<file path="src/rtl/ham_seq_ctrl.sv">
// ham_seq_ctrl: multi-cycle Hamming-weight sequencer.
// Computes the weight (count of ones, or of zeros when in_op=1) of a WIDTH-bit
// operand by pushing it through a single SLICE-bit popcount, one slice per
// cycle, into an accumulator. An optional early exit stops as soon as every
// unprocessed bit is zero.
//
// Ports:
//   clk        system clock, rising edge
//   rst        asynchronous, active-high reset
//   in_valid   operand request valid
//   in_ready   controller can accept an operand (IDLE only)
//   in_data    operand, WIDTH bits
//   in_op      0 = count ones, 1 = count zeros (sampled on the accept edge)
//   out_valid  result valid (DONE)
//   out_ready  consumer accepts the result
//   out_data   weight, zero-extended to WIDTH bits; holds until next result
//   busy       high whenever the sequencer is not IDLE
module ham_seq_ctrl #(
  parameter int WIDTH      = 32,
  parameter int SLICE      = 8,
  parameter int EARLY_EXIT = 1
) (
  input  logic             clk,
  input  logic             rst,
  input  logic             in_valid,
  output logic             in_ready,
  input  logic [WIDTH-1:0] in_data,
  input  logic             in_op,
  output logic             out_valid,
  input  logic             out_ready,
  output logic [WIDTH-1:0] out_data,
  output logic             busy
);

  localparam int NSLICE = WIDTH / SLICE;
  localparam int ACC_W  = $clog2(WIDTH) + 1;
  localparam int CNT_W  = (NSLICE > 1) ? $clog2(NSLICE) : 1;

  typedef enum logic [1:0] {
    IDLE = 2'd0,
    RUN  = 2'd1,
    DONE = 2'd2
  } state_t;

  state_t             state, state_next;
  logic [WIDTH-1:0]   shreg, shreg_next;
  logic [ACC_W-1:0]   acc, acc_next;
  logic [CNT_W-1:0]   cnt, cnt_next;
  logic [WIDTH-1:0]   result, result_next;
  logic [ACC_W-1:0]   slice_sum;
  logic [ACC_W-1:0]   acc_sum;
  logic               last_slice;

  // Popcount of one slice; the accumulator width always covers SLICE.
  function automatic logic [ACC_W-1:0] slice_pop(input logic [SLICE-1:0] s);
    logic [ACC_W-1:0] sum;
    sum = '0;
    for (int i = 0; i < SLICE; i++) begin
      sum = sum + {{(ACC_W-1){1'b0}}, s[i]};
    end
    return sum;
  endfunction

  assign slice_sum = slice_pop(shreg[SLICE-1:0]);
  assign acc_sum   = acc + slice_sum;

  // The slice being consumed now is the last one either by count, or because
  // nothing but zeros remains above it (early exit).
  assign last_slice = (cnt == CNT_W'(NSLICE - 1)) ||
                      ((EARLY_EXIT != 0) && ((shreg >> SLICE) == '0));

  // State and datapath registers.
  always_ff @(posedge clk or posedge rst) begin
    if (rst) begin
      state  <= IDLE;
      shreg  <= '0;
      acc    <= '0;
      cnt    <= '0;
      result <= '0;
    end else begin
      state  <= state_next;
      shreg  <= shreg_next;
      acc    <= acc_next;
      cnt    <= cnt_next;
      result <= result_next;
    end
  end

  // Next-state and datapath update.
  always_comb begin
    state_next  = state;
    shreg_next  = shreg;
    acc_next    = acc;
    cnt_next    = cnt;
    result_next = result;
    case (state)
      IDLE: begin
        // in_ready is high throughout IDLE, so in_valid alone is the accept.
        if (in_valid) begin
          shreg_next = in_op ? ~in_data : in_data;
          acc_next   = '0;
          cnt_next   = '0;
          state_next = RUN;
        end else begin
          state_next = IDLE;
        end
      end
      RUN: begin
        acc_next   = acc_sum;
        shreg_next = shreg >> SLICE;
        cnt_next   = cnt + CNT_W'(1);
        if (last_slice) begin
          // Final sum includes the slice consumed on this edge.
          result_next = {{(WIDTH-ACC_W){1'b0}}, acc_sum};
          state_next  = DONE;
        end else begin
          state_next = RUN;
        end
      end
      DONE: begin
        if (out_ready) begin
          state_next = IDLE;
        end else begin
          state_next = DONE;
        end
      end
      default: begin
        state_next = IDLE;
      end
    endcase
  end

  assign in_ready  = (state == IDLE);
  assign out_valid = (state == DONE);
  assign busy      = (state != IDLE);
  assign out_data  = result;

endmodule

</file>
<file path="config.mk">
export PLATFORM = sky130hd
export DESIGN_NAME = ham_seq_ctrl
export DESIGN_NICKNAME = d
export VERILOG_FILES = /design/src/rtl/ham_seq_ctrl.sv
export SDC_FILE = /design/constraint.sdc
export NUM_CORES = 1
export LEC_CHECK = 0
export ABC_AREA = 1
export CELL_PAD_IN_SITES_DETAIL_PLACEMENT = 0
export CELL_PAD_IN_SITES_GLOBAL_PLACEMENT = 1
export CORE_MARGIN = 3
export CORE_UTILIZATION = 34
export CTS_CLUSTER_SIZE = 8
export DETAILED_ROUTE_END_ITERATION = 12
export GPL_TIMING_DRIVEN = 0
export PLACE_DENSITY_LB_ADDON = 0.1
export SETUP_SLACK_MARGIN = 0.1
export SLEW_MARGIN = 20
export SYNTH_ARGS = -nofsm -noshare
export SYNTH_HDL_FRONTEND = slang
export SYNTH_SLANG_ARGS = --single-unit
</file>
<file path="constraint.sdc">
create_clock -name clk -period 3.23 [get_ports clk]
set_clock_uncertainty 0.2 [all_clocks]
set_input_delay 0.4845 -clock clk [delete_from_list [all_inputs] [get_ports clk]]
set_output_delay 0.4845 -clock clk [all_outputs]
set_load 0.05 [all_outputs]
</file>
==> summary.txt <==
STA
  – Final hold violations: 0
  – Worst setup margin: -0.376 ns
  – Max-slew violation count: 0
  – RSZ-0062 raised after global routing: true
  – Least-Margin Pin Slew: 0.592 ns
  – Max Freq: 0.277 GHz
  – Endpoints failing setup: 8
  – Worst rel slew slack: 60.4%
  – Tmin final: 3.61 ns
  – Part of the cycle the worst path needs: 112%

Synth
  – Count leader, synth: nand2_1
  – Most frequent cells after synthesis: 68 x nand2_1, 48 x dfrtp_1, 34 x inv_1
  – Yosys top cell area share: 41.0%
  – Ranking of synthesized cells by area: dfrtp_1 41%, xnor2_1 9.9%, nand2_1 8.7%
  – Register area share after synthesis: 41.0%
  – Netlist cell types: 29
  – Post-synth EDFFs: 0
  – Post-synthesis cell area: 2930 um^2
  – Asr flop ratio synth: 100%
  – Yosys reg bits: 48
  – Commonest register cell after synthesis: dfrtp_1
  – Cell accounting for the most synthesized area: dfrtp_1
  – Synth Instances: 314
  – Number of synthesis warnings: 0
  – Mean Syn Cell Area: 9.34 um^2

Power
  – PwrDens: 1140 nW/um^2
  – Net switching power: 2.02 mW
  – Net Sw Frac: 47.0%
  – Internal Power: 2.28 mW
  – Max VDD drop: 0.436 mV
  – Leak: 1.78 nW
  – Sequential share of power: 25.0%
  – Clk network pwr share: 8.8%
  – Combinational power share: 66.2%

Final layout
  – Inserted Diodes: 0
  – Final core utilization: 45.3%
  – Fin cells: 499
  – Area Growth Syn to Fin: 28.3%
  – Layout cell share with drive strength beyond 1: 19.5%
  – Fillcell total: 816
  – Nets@finish: 443

Setup path
  – Crit Reg-Reg Startpoint: shreg[0]$_DFFE_PP0P_
  – CP Capture Type: flip-flop
  – Worst Path Arrival: 3.60 ns
  – R2R cell count: 10
  – CP Class: reg2reg
  – Type of origin of the critical path: flip-flop
  – FF-to-FF End: acc[2]$_DFFE_PP0P_
  – R2r setup slk: -0.38 ns
  – Worst Path Max Fanout: 2
  – Critical path origin: shreg[0]$_DFFE_PP0P_
  – Req. time, crit path: 3.22 ns

Worst hold path
  – HP Start: out_data[2]$_DFFE_PP0P_
  – Min-delay worst type: reg2reg
  – Min-Delay Path Depth: 2
  – Hold Path End: out_data[2]$_DFFE_PP0P_

Drt
  – Initial DRC Count: 83
  – TritonRoute pass-1 iters: 4
  – Vias: 2255
  – Avg Vias per Cell: 4.52
  – Total Wirelength: 7.01 mm
  – DR WL/cell: 14.0 um
  – Final antenna-violating net count: 0
  – Residual DRC: 0

Clocking
  – CTS Buf Count: 5
  – Max clock buf depth: 2
  – CTS tree: done
  – Clock root buffer: clkbuf_8
  – CTS Hold Buffers Added: 0
  – Htree depth: 2
  – Clk pin slew, worst setup/hold paths: 0.09 ns
  – Insertion delay to the later sink of the worst-skew pair: 0.30 ns
  – Clock Sinks: 48

Global routing
  – Total congestion overflow: 0
  – GRT Util Overall: 15.4%
  – Number of global-route vias before repair: 2295
  – First-pass GRT wire length: 11.9 mm
  – Largest net degree at the start of global routing: 26
  – Initial antenna violation count: 0

Floorplanning
  – Total die area: 9770 um^2
  – Initial Utilization: 35.3%
  – Die span in y: 98.9 um
  – Die Wd: 98.9 um
  – Core box area: 8300 um^2
  – IO Count: 72
  – Row Count: 33

Placement
  – Post-placement cell count: 489
  – IO buf count: 44
  – GP Congestion: 0.763
  – DP HPWL: 5.25 mm

Job
  – MaxCap Viol Count: 0

Outcome
  – Status: complete, but fails checks
  – Violated checks: negative setup slack
-- repair_timing --
item                                    4_1_cts  5_1_grt
gates resized for setup                       2        6
endpoints found under the setup margin        8       10
pin swaps                                     5        6
setup buffers                                 2        1
-- logic make-up after synthesis --
family | share of synthesized area (%)
adder cells (fa/ha/maj) | 6.40
AO/OA/AOI/OAI | 12.5
buffers and inverters | 14.3
other | 0.128
XOR/XNOR | 10.5
AND/OR/NAND/NOR | 15.2
flip-flops | 41.0
-- worst max-delay path, stage by stage (launching register included) --
cell	delay (ns)
dfrtp_1	0.42
fa_1	0.54
inv_1	0.05
fa_1	0.50
fa_1	0.44
fa_2	0.37
fa_2	0.35
buf_4	0.14
buf_6	0.11
xnor2_2	0.14
a22o_1	0.24
-- cell type report --
cell class / count / area (um^2) / area share, %
Sequential cell: 48 / 1200 / 31.9
Buffer: 39 / 283 / 7.52
Tap cell: 105 / 131 / 3.49
Clock inverter: 1 / 8.76 / 0.233
Clock buffer: 6 / 82.6 / 2.20
Inverter: 36 / 138 / 3.66
Timing Repair Buffer: 48 / 487 / 12.9
Multi-Input combinational cell: 216 / 1430 / 38.0
-- per-layer routing --
metal  part of all wire (%)  up-vias  routed length (um)  track usage [%]
li1                       -     1131                   -                -
met1                     49     1057                3440             22.8
met2                     45       60                3140             23.4
met3                    5.2        7                 363             2.97
met4                   0.98        0                  69             3.47
met5                      0        -                   0                0
-- metrics by stage --
step | power (mW) | hold WS [ns] | TNS (ns) | instance area (um^2) | setup WS, ns
finish | 4.30 | 0.281 | -1.54 | 3760 | -0.376
global route | 4.73 | 0.315 | -2.52 | 3760 | -0.474
CTS | 4.18 | 0.285 | -1.37 | 3730 | -0.327
detailed placement | 3.68 | 0.262 | -1.02 | 3620 | -0.327
global placement | 3.64 | 0.256 | -0.877 | 3600 | -0.302
floorplan | 2.99 | 0.250 | -0.235 | 3030 | -0.139
-- worst max-delay path by stage --
| stage | endpoint | cells past startpoint | slack [ns] |
|---|---|---|---|
| after floorplan | out_data[4]$_DFFE_PP0P_ | 11 | -0.14 |
| after global placement | out_data[4]$_DFFE_PP0P_ | 11 | -0.30 |
| after detailed placement | out_data[4]$_DFFE_PP0P_ | 11 | -0.33 |
| after CTS | out_data[4]$_DFFE_PP0P_ | 11 | -0.33 |
| after global routing | out_data[4]$_DFFE_PP0P_ | 11 | -0.47 |
| final | acc[2]$_DFFE_PP0P_ | 10 | -0.38 |
-- power groups by stage --
stage               clock, mW  combinational (mW)  sequential, mW
floorplan                   0                1.85            1.13
global placement            0                2.56            1.08
detailed placement          0                2.59            1.08
CTS                     0.396                2.71            1.07
global route            0.423                3.19            1.11
finish                  0.380                2.85            1.07
-- layout by cell type, fill, tap and decap left out, drive strengths merged --
cell type	synthesis	layout
a21oi	2	2
a22o	2	2
buf	39	43
clkbuf	0	6
clkdlybuf4s50	0	44
clkinv	0	1
conb	1	26
dfrtp	48	48
fa	5	5
ha	7	7
inv	36	36
nand2	72	72
nand3	10	10
nand3b	1	1
nand4	1	1
nor2	19	19
o211ai	2	2
o21ai	6	6
o221ai	22	22
o22ai	6	6
xnor2	33	33
xor2	2	2
-- sequential cells by signal (all words and copies together) (netlist names) --
signal / count
acc: 6
shreg: 32
out_data: 6
cnt: 2
state: 2
Power figures use the tool's default switching activity.
